<file path="src/rtl/vga_pattern_gen.sv">
// Purpose : VGA test-pattern source; maps the active-area pixel coordinate to a registered RGB word.
// Latency : pix_data is one vga_clk cycle behind (pix_x, pix_y); frame-end state updates one cycle after fe.
// Backpr. : none; free-running pixel stream that follows the timing block every cycle.
//
// Ports:
//   vga_clk      pixel clock, all state on its rising edge
//   sys_rst      synchronous active-high reset
//   pix_x/pix_y  active-area coordinate from the timing block
//   mode_in      requested pattern (0 bars, 1 scroll, 2 checker, 3 grey ramp), sampled only at frame end
//   pix_data     registered pixel colour, R in MSBs, B in LSBs
//   mode_active  pattern currently displayed
//   frame_cnt    completed-frame count, wraps at 2^16
module vga_pattern_gen #(
    parameter int H_VALID     = 640,
    parameter int V_VALID     = 480,
    parameter int COORD_W     = 10,
    parameter int RGB_W       = 12,
    parameter int N_BARS      = 8,
    parameter int SCROLL_STEP = 4,
    parameter int CHECK_LOG2  = 5,
    parameter int BLINK_LOG2  = 5
) (
    input  logic               vga_clk,
    input  logic               sys_rst,
    input  logic [COORD_W-1:0] pix_x,
    input  logic [COORD_W-1:0] pix_y,
    input  logic [1:0]         mode_in,
    output logic [RGB_W-1:0]   pix_data,
    output logic [1:0]         mode_active,
    output logic [15:0]        frame_cnt
);

    localparam int C     = RGB_W / 3;
    localparam int BAR_W = H_VALID / N_BARS;
    localparam int XW    = COORD_W + 1;   // one extra bit to hold coordinate + offset sums

    typedef enum logic [1:0] {
        MODE_BARS   = 2'd0,
        MODE_SCROLL = 2'd1,
        MODE_CHECK  = 2'd2,
        MODE_RAMP   = 2'd3
    } mode_e;

    // ------------------------------------------------------------------
    // State
    // ------------------------------------------------------------------
    logic [RGB_W-1:0]   pix_q,       pix_d;
    mode_e              mode_q,      mode_d;
    logic [15:0]        frame_cnt_q, frame_cnt_d;
    logic [COORD_W-1:0] scroll_q,    scroll_d;
    logic               match_q,     match_d;

    logic               fe;
    logic               in_area;
    logic [XW-1:0]      x_sum;
    logic [XW-1:0]      x_eff;
    logic [XW-1:0]      s_sum;
    logic [XW-1:0]      s_wrap;
    logic [3:0]         bar_k;
    logic [C-1:0]       grey;
    logic               chk_bit;

    // ------------------------------------------------------------------
    // Colour helpers
    // ------------------------------------------------------------------
    // Eight-entry bar palette; bars beyond the eighth reuse it (index mod 8).
    function automatic logic [RGB_W-1:0] palette(input logic [2:0] idx);
        logic [C-1:0] f;
        logic [C-1:0] h;
        logic [C-1:0] z;
        logic [RGB_W-1:0] rgb;
        f = '1;
        z = '0;
        h = '0;
        h[C-1] = 1'b1;
        case (idx)
            3'd0:    rgb = {f, z, z};   // red
            3'd1:    rgb = {f, h, z};   // orange
            3'd2:    rgb = {f, f, z};   // yellow
            3'd3:    rgb = {z, f, z};   // green
            3'd4:    rgb = {z, f, f};   // cyan
            3'd5:    rgb = {z, z, f};   // blue
            3'd6:    rgb = {f, z, f};   // purple
            default: rgb = {f, f, f};   // white
        endcase
        return rgb;
    endfunction

    // Bar number from a horizontal position. Built as a ladder of constant
    // compares against the bar edges instead of a divider; positions past the
    // last full bar fall into the last bar because the ladder stops there.
    function automatic logic [3:0] bar_index(input logic [XW-1:0] x);
        int         xi;
        logic [3:0] k;
        xi = int'(x);
        k  = '0;
        for (int j = 1; j < N_BARS; j++) begin
            if (xi >= j * BAR_W) begin
                k = 4'(j);
            end
        end
        return k;
    endfunction

    // Grey level floor(x * 2^C / H_VALID), again as a compare ladder. The
    // ladder tops out at 2^C-1, which gives the saturation for free.
    function automatic logic [C-1:0] ramp_level(input logic [COORD_W-1:0] x);
        int           xi;
        logic [C-1:0] g;
        xi = int'(x);
        g  = '0;
        for (int j = 1; j < (1 << C); j++) begin
            if (xi * (1 << C) >= j * H_VALID) begin
                g = C'(j);
            end
        end
        return g;
    endfunction

    // ------------------------------------------------------------------
    // Frame-end detection and frame-boundary state
    // ------------------------------------------------------------------
    // fe fires on the rising edge of the last-pixel match, so a coordinate
    // held on the last pixel counts as a single frame end.
    always_comb begin
        match_d = (pix_x == COORD_W'(H_VALID - 1)) && (pix_y == COORD_W'(V_VALID - 1));
        fe      = match_d && !match_q;
    end

    // Next scroll offset, kept in 0..H_VALID-1 with a single compare-and-subtract.
    always_comb begin
        s_sum  = {1'b0, scroll_q} + XW'(SCROLL_STEP);
        s_wrap = (s_sum >= XW'(H_VALID)) ? (s_sum - XW'(H_VALID)) : s_sum;
    end

    always_comb begin
        frame_cnt_d = frame_cnt_q;
        mode_d      = mode_q;
        scroll_d    = scroll_q;
        if (fe) begin
            frame_cnt_d = frame_cnt_q + 16'd1;
            // A pending mode change takes priority over scrolling and restarts
            // the scroll from zero.
            if (mode_in != mode_q) begin
                mode_d   = mode_e'(mode_in);
                scroll_d = '0;
            end else if (mode_q == MODE_SCROLL) begin
                scroll_d = s_wrap[COORD_W-1:0];
            end
        end
    end

    // ------------------------------------------------------------------
    // Pixel colour
    // ------------------------------------------------------------------
    // All pattern terms use the registered mode/offset/count, so the frame-end
    // pixel itself is still drawn with the old frame's settings.
    always_comb begin
        in_area = (pix_x < COORD_W'(H_VALID)) && (pix_y < COORD_W'(V_VALID));

        x_sum = {1'b0, pix_x} + {1'b0, scroll_q};
        x_eff = (x_sum >= XW'(H_VALID)) ? (x_sum - XW'(H_VALID)) : x_sum;

        chk_bit = pix_x[CHECK_LOG2] ^ pix_y[CHECK_LOG2] ^ frame_cnt_q[BLINK_LOG2];
        grey    = ramp_level(pix_x);

        bar_k = '0;
        pix_d = '0;
        if (in_area) begin
            case (mode_q)
                MODE_BARS: begin
                    bar_k = bar_index({1'b0, pix_x});
                    pix_d = palette(bar_k[2:0]);
                end
                MODE_SCROLL: begin
                    bar_k = bar_index(x_eff);
                    pix_d = palette(bar_k[2:0]);
                end
                MODE_CHECK: begin
                    pix_d = chk_bit ? {RGB_W{1'b1}} : {RGB_W{1'b0}};
                end
                default: begin
                    pix_d = {grey, grey, grey};
                end
            endcase
        end
    end

    // ------------------------------------------------------------------
    // Registers
    // ------------------------------------------------------------------
    always_ff @(posedge vga_clk) begin
        if (sys_rst) begin
            pix_q       <= '0;
            mode_q      <= MODE_BARS;
            frame_cnt_q <= '0;
            scroll_q    <= '0;
            match_q     <= 1'b0;
        end else begin
            pix_q       <= pix_d;
            mode_q      <= mode_d;
            frame_cnt_q <= frame_cnt_d;
            scroll_q    <= scroll_d;
            match_q     <= match_d;
        end
    end

    assign pix_data    = pix_q;
    assign mode_active = mode_q;
    assign frame_cnt   = frame_cnt_q;

endmodule

</file>
<file path="config.mk">
export PLATFORM = sky130hd
export DESIGN_NAME = vga_pattern_gen
export DESIGN_NICKNAME = d
export VERILOG_FILES = /design/src/rtl/vga_pattern_gen.sv
export SDC_FILE = /design/constraint.sdc
export NUM_CORES = 1
export LEC_CHECK = 0
export ABC_AREA = 1
export CAP_MARGIN = 5
export CORE_MARGIN = 10
export CORE_UTILIZATION = 31
export DETAILED_ROUTE_END_ITERATION = 6
export GPL_TIMING_DRIVEN = 0
export PLACE_DENSITY = 0.64
export SLEW_MARGIN = 20
export SYNTH_ARGS = -nofsm -noshare
export SYNTH_HDL_FRONTEND = slang
export SYNTH_SLANG_ARGS = --single-unit
</file>
<file path="constraint.sdc">
create_clock -name vga_clk -period 6.9 [get_ports vga_clk]
set_input_delay 1.38 -clock vga_clk [delete_from_list [all_inputs] [get_ports vga_clk]]
set_output_delay 1.38 -clock vga_clk [all_outputs]
set_load 0.03 [all_outputs]
</file>
# [Word-level counts from Yosys, hierarchy flattened]
# Cells that the tools add are included.
[op_classes] bitwise_logic=3 eq_ne=17 n_reduce_logical=11 n_addsub=5 n_mux=41 order_cmp=33
[op_table] cell="12-bit case mux with 7 select lines" count=2
[op_table] cell="14-bit by 13-bit >= comparator with 1-bit output (second input constant)" count=6
[op_table] cell="4-bit 2-to-1 mux" count=14
[op_table] cell="14-bit by 12-bit >= comparator with 1-bit output (second input constant)" count=3
[op_table] cell="14-bit >= comparator (second input constant)" count=3
[op_table] cell="3-bit 2-to-1 mux" count=14
[op_table] cell="12-bit case mux with 3 select lines" count=1
[op_table] cell="11-bit by 10-bit >= comparator with 1-bit output (second input constant)" count=3
[op_table] cell="11-bit by 9-bit >= comparator with 1-bit output (second input constant)" count=3
[op_table] cell="10-bit by 9-bit >= comparator with 1-bit output (second input constant)" count=3
[op_table] cell="10-bit 2-to-1 mux" count=3
[op_table] cell="14-bit by 11-bit >= comparator with 1-bit output (second input constant)" count=2
[op_table] cell="11-bit by 8-bit >= comparator with 1-bit output (second input constant)" count=2
[op_table] cell="10-bit by 8-bit >= comparator with 1-bit output (second input constant)" count=2
[op_table] cell="3-bit equality test (second input constant)" count=6
[op_table] cell="16-bit by 1-bit adder with 16-bit output (second input constant)" count=1
[op_table] cell="14-bit by 10-bit >= comparator with 1-bit output (second input constant)" count=1
[op_table] cell="3-bit by 2-bit equality test with 1-bit output (second input constant)" count=4
[op_table] cell="12-bit 2-to-1 mux" count=1
[op_table] cell="10-bit by 10-bit adder with 11-bit output" count=1
[op_table] cell="10-bit by 3-bit adder with 11-bit output (second input constant)" count=1
[op_table] cell="11-bit by 7-bit >= comparator with 1-bit output (second input constant)" count=1
[op_table] cell="11-bit 2-to-1 mux" count=1
[op_table] cell="11-bit by 10-bit subtractor with 11-bit output (second input constant)" count=1
[op_table] cell="22 further kinds" count=31
[word_totals] reg_bits=41 elab_cells=115 inputBits=24

# [Longest topological paths before layout]
[depth] ltp_word=17 mapped_depth=28

# [Worst setup path before layout]
# No wires, ideal clock.
[synth_timing] kind="input to register" startpoint="in pix_x[7]" endpoint="reg pix_q[10] (netlist: pix_data[10])" arrival_time_ps=3568 slack_ps=3219 path_stages=26 path_cell_list="ha_1 -> a21oi_1 -> nand3_1 -> nand2_1 -> nand2_1 -> ha_1 -> inv_1 -> nand2_2 -> nand2_2 -> inv_2 -> nand2_2 -> nand2_4 -> nand2_4 -> inv_4 -> nand2_4 -> nor2_2 -> nand2_1 -> nand2_1 -> nand2_1 -> nand2_1 -> nand3_1 -> nand3_1 -> nand2_1 -> nand3_2 -> o21ai_1 -> inv_1"
[synth_via] elab_chain_len=16
[synth_rtl] item="from (decl)" line="25" text="input logic [COORD_W-1:0] pix_x,"
[synth_rtl] item="10-bit by 10-bit adder with 11-bit output" line="161" text="x_sum = {1'b0, pix_x} + {1'b0, scroll_q};"
[synth_rtl] item="11-bit by 10-bit subtractor with 11-bit output or 11-bit by 10-bit >= comparator with 1-bit output (tied branches)" line="162" text="x_eff = (x_sum >= XW'(H_VALID)) ? (x_sum - XW'(H_VALID)) : x_sum;"
[synth_rtl] item="11-bit 2-to-1 mux" line="162"
[synth_rtl] item="11-bit by 7-bit >= comparator with 1-bit output" line="98" text="if (xi >= j * BAR_W) begin"
[synth_rtl] item="1-bit 2-to-1 mux" line="98"
[synth_rtl] item="2-bit 2-to-1 mux" line="98"
[synth_rtl] item="3-bit 2-to-1 mux (5 in a row)" line="98"
[synth_rtl] item="3-bit 2-to-1 mux" line="170" text="case (mode_q)"
[synth_rtl] item="3-bit 2-to-1 mux" line="169" text="if (in_area) begin"
[synth_rtl] item="3-bit equality test, or another cell as far along" line="76" text="case (idx)"
[synth_rtl] item="12-bit case mux with 7 select lines" line="76"
[synth_rtl] item="12-bit case mux with 3 select lines" line="170"
[synth_rtl] item="to (signal assigned)" line="200" text="pix_q <= pix_d;"
[synth_rtl] item="to (decl)" line="47" text="logic [RGB_W-1:0] pix_q, pix_d;"
# Parallel ways exist; a longest one is shown, timed or not. The select of a mux whose other input is x is not followed.
# A chain may end at the register's enable or synchronous reset.

# [Worst setup path in the final report]
[layout_timing] startpoint="in pix_x[7]" endpoint="reg pix_q[9] (netlist: pix_data[9])"
[layout_via] elab_chain_len=16
[layout_rtl] item="10-bit by 10-bit adder with 11-bit output or 14-bit by 11-bit >= comparator with 1-bit output (tied branches)" line="161, 113"
[layout_rtl] item="11-bit by 10-bit subtractor with 11-bit output, or another cell as far along" line="162"
[layout_rtl] item="11-bit 2-to-1 mux or 4-bit 2-to-1 mux (tied branches)" line="162, 113"
[layout_rtl] item="11-bit by 7-bit >= comparator with 1-bit output or 4-bit 2-to-1 mux (tied branches)" line="98, 113"
[layout_rtl] item="1-bit 2-to-1 mux or 4-bit 2-to-1 mux (tied branches)" line="98, 113"
[layout_rtl] item="2-bit 2-to-1 mux or 4-bit 2-to-1 mux (tied branches)" line="98, 113"
[layout_rtl] item="3-bit 2-to-1 mux or 4-bit 2-to-1 mux (tied branches) (5 in a row)" line="98, 113"
[layout_rtl] item="3-bit 2-to-1 mux or 4-bit 2-to-1 mux (tied branches)" line="170, 113"
[layout_rtl] item="3-bit 2-to-1 mux or 4-bit 2-to-1 mux (tied branches)" line="169, 113"
[layout_rtl] item="3-bit equality test, or another cell as far along" line="76"
[layout_rtl] item="12-bit case mux with 7 select lines or 4-bit 2-to-1 mux (tied branches)" line="76, 113"
[layout_rtl] item="12-bit case mux with 3 select lines" line="170"
# Parallel ways exist; a longest one is shown, timed or not. The select of a mux whose other input is x is not followed.

==> flow_summary.ini <==
[run_status]
status = completed

[pwr]
switching_share_pct = 26.4
ir_drop_uv = 109
powerDensity_nw_per_um2 = 143
leakage_uw = 0.00176
p_int_uw = 417
power_switching_uw = 150
power_frac_seq_pct = 40.4
power_frac_clock_pct = 40.0
combinationalPowerShare_pct = 19.6

[yosys]
postSynthCellCount = 513
ys_warn_count = 0
synth-seq-area-share_pct = 24.9
synth_edf_count = 0
postSynth.asyncResetShare_pct = 0
synth_nets = 550
yosys.cell_types.count = 44
syn_area_um2 = 3140
synth-seq-cells = 39
ys.flop_type = dfxtp_1
syn_area_per_cell_um2 = 6.12

[clocking]
cts-hold-fix-buffers = 0
cts_tree = yes
ctsResizeCount = 0
cts.clk_slew.worst_paths_ns = 0.09
clock_sinks = 39
clock_latency_ns = 0.29
ctsRootBufferMaster = clkbuf_8
htree_levels = 2
clock_path_buffers = 2
cts-buffers-inserted = 5
post_cts_buffers = 0

[sta]
hold_viol = 0
rsz0062_at_grt = no
slew_headroom_pct = 25.3
fmax_mhz = 224
fin_skew_ns = 0.0139
fin_crit_sh_pct = 64.6
setup_tns_ns = 0
slew_violations = 0
final.min_clock_period_ns = 4.46
setup-violations-final = 0
tightest_slew_ns = 1.09

[place]
dp_hpwl_um = 6700
place_congestion = 0.870
io_buffers = 52
place_area_um2 = 3830

[worst_hold_path]
hp-class = register to register
min-delay-start = frame_cnt[14]
min_delay_worst_endpoint = frame_cnt[14]
min_path_cells = 2

[grt]
grt_pass1_wl_um = 13800
overflow = 0
antenna_found_initial = 0
grt_max_degree = 13
gr-usage-all-layers_pct = 11.1
first_global_vias = 3179

[floorplan]
core_um2 = 9820
rows = 36
dieArea_um2 = 14500
ioPinCount = 54
chipHeight_um = 121
die-width_um = 121
start_util_pct = 32.0

[worst_setup_path]
end_kind = register
cp.arrival_ns = 4.64
r2r_cells = 23
crit_fanout = 6
crit_required_ns = 7.08
ff2ff_setup_slack_ns = 3.82
r2r_end = pix_data[9]
start_kind = primary input
crit_type = primary input to register
rr_startpoint = scroll_q[7]

[route]
viasPerCell = 4.72
first_pass_iters = 4
post-route-drc-count = 0
routedWlPerCell_um = 11.3
routed_wl_um = 7990
drt-initial-drc-count = 153
dr_total_vias = 3330
postRouteAntennaNets = 0

[layout]
nets = 609
antenna_cells = 0
seq_area_um2 = 781
multi_input_area_um2 = 1990
syn_to_final_growth_pct = 26.3
drive_above_1_share_pct = 8.03
filler_cell_count = 1103
post-route-cell-area_um2 = 3960

[job]
maxCapViolations = 0
[cell families after synthesis]
| family | synth area share [%] |
|---|---|
| and+or+nand+nor | 40.9 |
| buffers and inverters | 12.0 |
| AOI/OAI and AO/OA | 15.2 |
| DFF | 24.9 |
| adders and majority gates | 5.18 |
| xor gates and xnor gates | 1.95 |
[layout by cell type, fill, tap and decap left out, types with 2 or more instances in the layout]
cell type and count:
nand2_1 116, inv_1 90, nor2_1 60, clkdlybuf4s50_1 52, dfxtp_1 39, nand3_1 34, a21oi_1 32, o21ai_0 23
nand4_1 14, ha_1 13, nand2_2 10, nor3_1 9, nand2_4 6, o21ai_1 6, inv_2 5, nor4_1 5
clkbuf_8 5, nor2_2 4, xor2_1 4, nor3b_1 3, a21oi_2 3, nand3_2 3, o21a_1 3, xnor2_1 3
clkbuf_1 3, nor2_4 2, nor3_2 2, o211ai_1 2, a211oi_1 2, bufinv_16 2
[per-layer routing]
layer	global-route usage, %	up-vias	part of all wire [%]
li1	-	1785	-
met1	12.8	1470	45
met2	19.0	65	47
met3	3.54	10	5.9
met4	3.39	0	1.4
met5	0	-	0
[cell type report]
cell class                 count  share of cell area [%]
tap                          133                    4.20
clock buffer                   6                    1.83
clock inverter                 2                    1.52
timing repair buffer          52                    13.1
multi-input combinational    375                    50.2
sequential                    39                    19.7
inverter                      96                    9.15
buffer                         3                   0.316
[worst max-delay path by stage]
| stage | start | end | slack (ns) | cells past startpoint |
|---|---|---|---|---|
| 2_1_floorplan | pix_x[7] | pix_data[10] | 3.22 | 26 |
| 3_3_place_gp | pix_x[6] | pix_data[10] | 2.19 | 24 |
| 3_5_place_dp | pix_x[6] | pix_data[8] | 2.13 | 24 |
| 4_1_cts | pix_x[6] | pix_data[8] | 2.44 | 24 |
| 5_1_grt | pix_x[7] | pix_data[10] | 2.09 | 24 |
| 6_report | pix_x[7] | pix_data[9] | 2.44 | 24 |
[worst max-delay path, stage by stage]
cell	delay, ns
clkdlybuf4s50_1	0.56
ha_1	0.45
nand2_1	0.11
nor2_1	0.11
nand2_1	0.08
nand3_1	0.10
nand2_1	0.05
nand2_1	0.10
ha_1	0.18
inv_1	0.05
nand2_2	0.07
nand2_2	0.05
inv_2	0.09
nand3b_2	0.13
nand2_4	0.12
nor2_4	0.04
o21ai_0	0.30
o21ai_1	0.14
nand3_1	0.10
nand3_1	0.07
nand2_1	0.08
nand3_2	0.10
o21ai_1	0.14
inv_1	0.05
[synthesized netlist by cell type, types with 2 or more instances]
cell type    n  area, µm²
a211oi_1     2       15.0
a21oi_1     32        160
a21oi_2      3       26.3
clkbuf_1     2       7.51
dfxtp_1     39        781
ha_1        13        163
inv_1       90        338
inv_2        5       18.8
nand2_1    116        435
nand2_2     10       62.6
nand2_4      6       67.6
nand3_1     34        170
nand3_2      3       30.0
nand4_1     14       87.6
nor2_1      60        225
nor2_2       4       25.0
nor2_4       2       22.5
nor3_1       9       45.0
nor3_2       2       20.0
nor3b_1      3       22.5
nor4_1       6       37.5
o211ai_1     2       15.0
o21a_1       3       22.5
o21ai_0     23        115
o21ai_1      6       30.0
xnor2_1      3       26.3
xor2_1       4       35.0
[through the flow]
step	std cells	hold WS (ns)	total power (µW)	util [%]	setup WS, ns
finish	706	0.499	566	40.4	2.44
global route	706	0.535	595	40.4	2.09
CTS	706	0.503	575	40.4	2.44
detailed placement	698	0.487	345	39.0	2.13
global placement	698	0.487	343	39.0	2.19
floorplan	513	0.475	307	-	3.22
[power groups by stage]
| stage | clock [µW] | combinational, µW | sequential (µW) |
|---|---|---|---|
| final | 226 | 111 | 229 |
| after global routing | 241 | 125 | 229 |
| after CTS | 235 | 111 | 229 |
| after detailed placement | 0 | 111 | 234 |
| after global placement | 0 | 109 | 234 |
| after floorplan | 0 | 66.1 | 241 |
[registers in the layout, indices dropped and copies added, names as in the netlist]
| name | cells |
|---|---|
| frame_cnt | 16 |
| match_q | 1 |
| mode_active | 2 |
| scroll_q | 8 |
| pix_data | 12 |
Note: power is estimated with default switching activity, not from simulation.
